### src/rtl/ovi_vpu_endpoint.sv
// ovi_vpu_endpoint: VPU-side end of the OVI link.
// Queues issued instructions, runs memory handshakes and reports completion.
module ovi_vpu_endpoint #(
    parameter int QUEUE_DEPTH        = 4,
    parameter int SBID_W             = 5,
    parameter int VL_W               = 15,
    parameter int MEMDATA_W          = 512,
    parameter int INIT_STORE_CREDITS = 1
) (
    input  logic                 CLK,
    input  logic                 RST,
    input  logic                 ISSUE_VALID,
    input  logic [31:0]          ISSUE_INSTR,
    input  logic [SBID_W-1:0]    ISSUE_SBID,
    input  logic [VL_W-1:0]      ISSUE_VL,
    input  logic [2:0]           ISSUE_VSEW,
    output logic                 ISSUE_CREDIT,
    input  logic                 DISPATCH_NEXT_SENIOR,
    input  logic                 DISPATCH_KILL,
    input  logic [SBID_W-1:0]    DISPATCH_SBID,
    output logic                 SYNC_START,
    input  logic                 MEMOP_SYNC_END,
    input  logic [SBID_W-1:0]    MEMOP_SBID,
    input  logic                 LOAD_VALID,
    input  logic [MEMDATA_W-1:0] LOAD_DATA,
    output logic                 STORE_VALID,
    output logic [MEMDATA_W-1:0] STORE_DATA,
    input  logic                 STORE_CREDIT,
    output logic                 COMPLETED_VALID,
    output logic [SBID_W-1:0]    COMPLETED_SBID,
    output logic [63:0]          COMPLETED_DEST_REG,
    output logic                 ERR
);
    localparam int PW  = (QUEUE_DEPTH > 1) ? $clog2(QUEUE_DEPTH) : 1;
    localparam int SCW = (INIT_STORE_CREDITS > 0) ? $clog2(INIT_STORE_CREDITS + 1) : 1;
    localparam logic [SCW-1:0] CRED_INIT = SCW'(INIT_STORE_CREDITS);
    localparam logic [6:0] OP_LOAD  = 7'b0000111;
    localparam logic [6:0] OP_STORE = 7'b0100111;

    typedef enum logic [2:0] {
        S_IDLE, S_HEAD, S_SYNC, S_STORE, S_LOAD, S_WAIT, S_COMP, S_POP
    } state_t;

    state_t state_q, state_d;

    logic [31:0]       instr_q [QUEUE_DEPTH];
    logic [SBID_W-1:0] sbid_q  [QUEUE_DEPTH];
    logic [VL_W-1:0]   vl_q    [QUEUE_DEPTH];
    logic [2:0]        vsew_q  [QUEUE_DEPTH];
    logic [QUEUE_DEPTH-1:0] vld_q, senior_q, kill_q, hit;
    logic [PW-1:0]     head_q, tail_q;

    logic [SCW-1:0] cred_q, cred_d;
    logic [31:0]    sent_q, sent_d, rcvd_q, rcvd_d;
    logic [63:0]    csum_q, csum_d;
    logic           err_q, err_d;

    logic pop, full, push, push_hit, disp;
    logic is_load, is_store, end_hit, in_tx, cred_ok, store_valid;
    logic [6:0]        h_op;
    logic [SBID_W-1:0] h_sbid;
    logic [31:0]       bits, n_pkt;

    function automatic logic [PW-1:0] ptr_inc(input logic [PW-1:0] p);
        return (p == PW'(QUEUE_DEPTH - 1)) ? '0 : p + PW'(1);
    endfunction

    assign h_op     = instr_q[head_q][6:0];
    assign h_sbid   = sbid_q[head_q];
    assign is_load  = (h_op == OP_LOAD);
    assign is_store = (h_op == OP_STORE);
    // Beat count: bits = vl * 2^(vsew+3), rounded up to whole beats.
    assign bits  = 32'(vl_q[head_q]) << ({1'b0, vsew_q[head_q]} + 4'd3);
    assign n_pkt = (bits + 32'(MEMDATA_W - 1)) / 32'(MEMDATA_W);

    assign pop      = (state_q == S_POP);
    assign full     = vld_q[tail_q];
    assign push     = ISSUE_VALID && (!full || pop);
    assign disp     = DISPATCH_NEXT_SENIOR || DISPATCH_KILL;
    assign push_hit = push && (ISSUE_SBID == DISPATCH_SBID);
    assign end_hit  = MEMOP_SYNC_END && (MEMOP_SBID == h_sbid);
    assign in_tx    = (state_q == S_STORE) || (state_q == S_WAIT);
    assign cred_ok  = STORE_CREDIT && in_tx;
    assign store_valid = (state_q == S_STORE) && (sent_q < n_pkt)
                         && (cred_q != '0);

    always_comb begin
        hit = '0;
        for (int i = 0; i < QUEUE_DEPTH; i++)
            hit[i] = vld_q[i] && (sbid_q[i] == DISPATCH_SBID);
    end

    always_ff @(posedge CLK or posedge RST) begin
        if (RST) begin
            vld_q    <= '0;
            senior_q <= '0;
            kill_q   <= '0;
            head_q   <= '0;
            tail_q   <= '0;
            for (int i = 0; i < QUEUE_DEPTH; i++) begin
                instr_q[i] <= '0;
                sbid_q[i]  <= '0;
                vl_q[i]    <= '0;
                vsew_q[i]  <= '0;
            end
        end else begin
            if (pop) begin
                vld_q[head_q] <= 1'b0;
                head_q        <= ptr_inc(head_q);
            end
            for (int i = 0; i < QUEUE_DEPTH; i++) begin
                if (hit[i] && DISPATCH_NEXT_SENIOR) senior_q[i] <= 1'b1;
                if (hit[i] && DISPATCH_KILL)        kill_q[i]   <= 1'b1;
            end
            // Written last so a push into the slot being freed wins.
            if (push) begin
                vld_q[tail_q]    <= 1'b1;
                instr_q[tail_q]  <= ISSUE_INSTR;
                sbid_q[tail_q]   <= ISSUE_SBID;
                vl_q[tail_q]     <= ISSUE_VL;
                vsew_q[tail_q]   <= ISSUE_VSEW;
                senior_q[tail_q] <= DISPATCH_NEXT_SENIOR && push_hit;
                kill_q[tail_q]   <= DISPATCH_KILL && push_hit;
                tail_q           <= ptr_inc(tail_q);
            end
        end
    end

    always_ff @(posedge CLK or posedge RST) begin
        if (RST) begin
            state_q <= S_IDLE;
            cred_q  <= CRED_INIT;
            sent_q  <= '0;
            rcvd_q  <= '0;
            csum_q  <= '0;
            err_q   <= 1'b0;
        end else begin
            state_q <= state_d;
            cred_q  <= cred_d;
            sent_q  <= sent_d;
            rcvd_q  <= rcvd_d;
            csum_q  <= csum_d;
            err_q   <= err_d;
        end
    end

    always_comb begin
        state_d = state_q;
        unique case (state_q)
            S_IDLE:  if (vld_q[head_q]) state_d = S_HEAD;
            S_HEAD: begin
                if (kill_q[head_q])
                    state_d = S_POP;
                else if (senior_q[head_q])
                    state_d = (is_load || is_store) ? S_SYNC : S_COMP;
            end
            S_SYNC:  state_d = is_store ? S_STORE : S_LOAD;
            S_STORE: if (sent_q == n_pkt) state_d = S_WAIT;
            S_LOAD:  if (end_hit) state_d = S_COMP;
            S_WAIT:  if (end_hit) state_d = S_COMP;
            S_COMP:  state_d = S_POP;
            S_POP:   state_d = S_IDLE;
            default: state_d = S_IDLE;
        endcase
    end

    always_comb begin
        cred_d = cred_q;
        sent_d = sent_q;
        rcvd_d = rcvd_q;
        csum_d = csum_q;
        err_d  = err_q;
        if (store_valid) sent_d = sent_q + 32'd1;
        if (cred_ok && !store_valid) begin
            if (cred_q == CRED_INIT) err_d = 1'b1;
            else                     cred_d = cred_q + SCW'(1);
        end else if (!cred_ok && store_valid) begin
            cred_d = cred_q - SCW'(1);
        end
        if ((state_q == S_LOAD) && LOAD_VALID) begin
            rcvd_d = rcvd_q + 32'd1;
            csum_d = csum_q ^ LOAD_DATA[63:0];
        end
        if ((state_q == S_LOAD) && end_hit && (rcvd_d != n_pkt)) err_d = 1'b1;
        if ((state_q == S_WAIT) && MEMOP_SYNC_END && !end_hit)  err_d = 1'b1;
        if (LOAD_VALID && (state_q != S_LOAD)) err_d = 1'b1;
        if (STORE_CREDIT && !in_tx)            err_d = 1'b1;
        if (ISSUE_VALID && !push)              err_d = 1'b1;
        if (disp && !(|hit) && !push_hit)      err_d = 1'b1;
        if (pop) begin
            sent_d = '0;
            rcvd_d = '0;
            csum_d = '0;
        end
    end

    always_comb begin
        SYNC_START         = (state_q == S_SYNC);
        STORE_VALID        = store_valid;
        STORE_DATA         = store_valid ? {(MEMDATA_W/32){sent_q}} : '0;
        ISSUE_CREDIT       = pop;
        ERR                = err_q;
        COMPLETED_VALID    = 1'b0;
        COMPLETED_SBID     = '0;
        COMPLETED_DEST_REG = '0;
        if (state_q == S_COMP) begin
            COMPLETED_VALID = 1'b1;
            COMPLETED_SBID  = h_sbid;
            unique case (1'b1)
                is_load:  COMPLETED_DEST_REG = csum_q;
                is_store: COMPLETED_DEST_REG = {32'd0, sent_q};
                default:  COMPLETED_DEST_REG = '0;
            endcase
        end
    end
endmodule
### config.mk
export PLATFORM = sky130hd
export DESIGN_NAME = ovi_vpu_endpoint
export DESIGN_NICKNAME = d
export VERILOG_FILES = /design/src/rtl/ovi_vpu_endpoint.sv
export SDC_FILE = /design/constraint.sdc
export NUM_CORES = 1
export LEC_CHECK = 0
export CORE_AREA = 2 2 460 462
export DETAILED_ROUTE_END_ITERATION = 8
export DIE_AREA = 0 0 462 464
export HOLD_SLACK_MARGIN = 0.03
export PLACE_DENSITY = 0.3
export SYNTH_ARGS = -nofsm -noshare
export SYNTH_HDL_FRONTEND = slang
export SYNTH_SLANG_ARGS = --single-unit
### constraint.sdc
create_clock -name CLK -period 9.3 [get_ports CLK]
set_input_delay 0.93 -clock CLK [delete_from_list [all_inputs] [get_ports CLK]]
set_output_delay 0.93 -clock CLK [all_outputs]
set_load 0.05 [all_outputs]
==> flow_metrics.py <==
metrics = {
    "status": {
        "status": "complete, no violations",
    },
    "logic_synthesis": {
        "synth_flop_cell": "dfrtp_1",
        "synth_area_leaders": "dfrtp_1 (34%), buf_4 (19%), mux2_2 (7.1%)",
        "synth_top_cell_by_area": "dfrtp_1",
        "synth_top_area_share_pct": 34.05,
        "syn_area_sq_mm": 0.01970,
        "seq_area_frac_synth_pct": 34.18,
        "avgSynthCellArea_sq_um": 9.473,
        "yosys_warnings": 0,
        "ys_ff_latch": 269,
        "synthCells": 2079,
        "synth_edf_count": 0,
        "synth-async-reset-ratio_pct": 100.0,
        "ys_types": 88,
    },
    "cts": {
        "cts_buffers": 38,
        "insertion_delay_ns": 0.61,
        "cts.clk_slew.worst_paths_ns": 0.06,
        "cts.htree.levels": 2,
        "root_buffer": "clkbuf_16",
        "ctsHoldBuffers": 0,
        "clk_path_buf_depth": 3,
        "post-cts-setup-buffers": 0,
        "clock_sinks": 269,
        "cts_tree": "yes",
        "ctsResizeCount": 0,
    },
    "timing": {
        "setup_viol": 0,
        "min_period_ns": 8.362,
        "finalCritPeriodShare_pct": 89.91,
        "setup_tns_ns": 0,
        "slew_headroom_pct": 24.03,
        "rsz0062_at_grt": "no",
        "clock_skew_ns": 0.03827,
        "maxSlewViolCount": 0,
        "fmax_mhz": 119.6,
        "hold_viol_final": 0,
        "tightest_slew_ns": 1.132,
    },
    "critical_path": {
        "required_ns": 8.37,
        "startpoint": "head_q[0]",
        "worstSetupStartpointType": "flop",
        "critPathKind": "flop to output pin",
        "worst_ep_arrival_time_ns": 7.43,
        "reg2reg_from": "head_q[0]",
        "crit_fanout": 21,
        "worstSetupEndpointType": "output pin",
    },
    "global_routing": {
        "grt_max_degree": 102,
        "overflow": 0,
        "track_usage_pct": 8.264,
        "antenna_found_initial": 19,
        "grt_pass1_vias": 14740,
        "grt_pass1_wl_um": 125000,
    },
    "detailed_routing": {
        "detail_route.wirelength_um": 92130,
        "drt_iter0_markers": 641,
        "drt_first_pass_iters": 5,
        "num_vias": 14780,
        "detail_route.vias_per_cell": 2.869,
        "drc_errors": 0,
        "ant_nets": 0,
        "avgRoutedWirePerCell_um": 17.88,
    },
    "worst_hold_path": {
        "holdCritPathClass": "flop to flop",
        "min_from": "instr_q[66]",
    },
    "die": {
        "die_width_um": 462,
        "core.rowCount": 168,
        "initial_core_util_pct": 9.417,
        "die_area_sq_mm": 0.2144,
        "die_h_um": 464,
        "pin_count": 1171,
        "coreArea_sq_mm": 0.2092,
    },
    "layout": {
        "area_growth_pct": 56.11,
        "fin_nets": 2929,
        "final_util_pct": 14.70,
        "nFillCells": 23400,
        "drive_above_1_share_pct": 28.87,
    },
    "place": {
        "numPortBuffers": 537,
        "post-dp-hpwl_um": 72060,
        "gp_congestion": 0.7321,
    },
    "pwr": {
        "powerDensity_mw_per_mm2": 294.2,
        "p_leak_uw": 0.01208,
        "ir_drop_mv": 0.2323,
    },
    "job": {
        "drv_cap": 0,
    },
}
-- logic make-up after synthesis --
logic type / synth area share (%)
other: 0.03813
XOR/XNOR: 7.719
multiplexers: 13.56
flip-flops: 34.18
AND/OR/NAND/NOR: 15.85
AO/OA/AOI/OAI: 5.451
adder cells (fa/ha/maj): 2.160
buffers and inverters: 21.03
-- synthesized netlist by cell type, types with 6 or more instances --
| cell | instances |
|---|---|
| and3_1 | 39 |
| nor2b_1 | 7 |
| mux2i_1 | 58 |
| o21ai_0 | 23 |
| dfrtp_1 | 268 |
| inv_1 | 22 |
| and2_1 | 62 |
| nor3_1 | 30 |
| buf_6 | 6 |
| a21oi_1 | 24 |
| mux2_2 | 124 |
| xor2_1 | 131 |
| buf_4 | 491 |
| clkbuf_1 | 62 |
| ha_1 | 34 |
| nand4_1 | 28 |
| buf_1 | 7 |
| nor4_1 | 16 |
| nor4b_1 | 6 |
| a22o_1 | 12 |
| nand2_1 | 181 |
| nand3_1 | 37 |
| and4_1 | 7 |
| xnor2_1 | 37 |
| a31oi_1 | 7 |
| mux4_2 | 29 |
| a21o_1 | 10 |
| nor2_1 | 202 |
-- power breakdown --
group / internal (uW) / switching (uW) / total, uW
combinational: 2190 / 3370 / 5560
sequential: 1610 / 369 / 1980
clock: 842 / 662 / 1500
-- layout make-up --
class                           count  area (sq um)  area share [%]
Sequential cell                   269          6735           21.91
Tap cell                         2805          3510           11.41
Inverter                           24         100.1          0.3256
Timing Repair Buffer              604          9674           31.47
Clock inverter                     12         173.9          0.5657
Clock buffer                       56          1069           3.475
Multi-Input combinational cell   1373          9462           30.77
Antenna cell                        9         22.52         0.07325
-- worst max-delay path, cell delays in order, from the launching register on --
cell and delay [ns]:
dfrtp_2 0.77, mux4_2 0.47, inv_1 0.07, ha_1 0.30, xnor2_2 0.77, buf_4 0.32, mux2i_1 0.26, a22oi_1 0.15
or3_1 0.44, a21oi_2 0.31, nand4_1 0.20, xor2_1 0.35, ha_1 0.32, a21o_1 0.18, a21o_1 0.16, a21oi_1 0.15
o21ai_0 0.14, o21ai_1 0.19, buf_4 0.30, and3_2 0.54, buf_12 0.23, buf_12 0.15
-- layout by cell type, fill, tap and decap left out, types with 30 or more instances in the layout --
master,n
and2_1,62
and3_1,33
buf_12,374
buf_4,46
clkbuf_16,38
clkdlybuf4s50_1,184
conb_1,161
dfrtp_1,266
ha_1,34
mux2_2,124
mux2i_1,58
nand2_1,180
nand3_1,37
nor2_1,198
nor3_1,30
xnor2_1,37
xor2_1,131
-- per-layer routing --
layer,share of wire (%),track usage [%]
met5,0.052,0
met4,1.3,1.441
met3,5.7,1.732
met2,45,13.07
met1,48,11.56
-- final timing paths --
path	cells past startpoint	slack, ns	end
setup / recovery	21	0.94	STORE_DATA[1]
hold / removal	2	0.48	instr_q[66]
setup reg to reg	27	1.28	ERR
hold reg to reg	2	0.48	instr_q[66]
max in group asynchronous	3	6.98	vl_q[48]
min in group asynchronous	2	0.88	sbid_q[2]
-- metrics by stage --
stage / worst slack, ns / cell area, sq um / cells / power (uW) / hold WS, ns
2_1_floorplan: 0.9613 / 20290 / 2238 / 5957 / 0.4403
3_3_place_gp: 1.041 / 29480 / 5075 / 7620 / 0.4681
3_5_place_dp: 1.151 / 29480 / 5075 / 7623 / 0.4690
4_1_cts: 0.6593 / 30720 / 5143 / 9227 / 0.4832
5_1_grt: 0.3699 / 30730 / 5145 / 9808 / 0.5167
6_report: 0.9381 / 30750 / 5152 / 9044 / 0.4804
-- sequential cells by signal, indices dropped and copies added, names as in the netlist --
name and cells:
sbid_q 20, head_q 2, sent_q 32, cred_q 1, rcvd_q 32, kill_q 4, vld_q 4, state_q 3
ERR 1, instr_q 28, senior_q 4, tail_q 2, csum_q 64, vsew_q 12, vl_q 60
(Power assumes the default switching activity.)
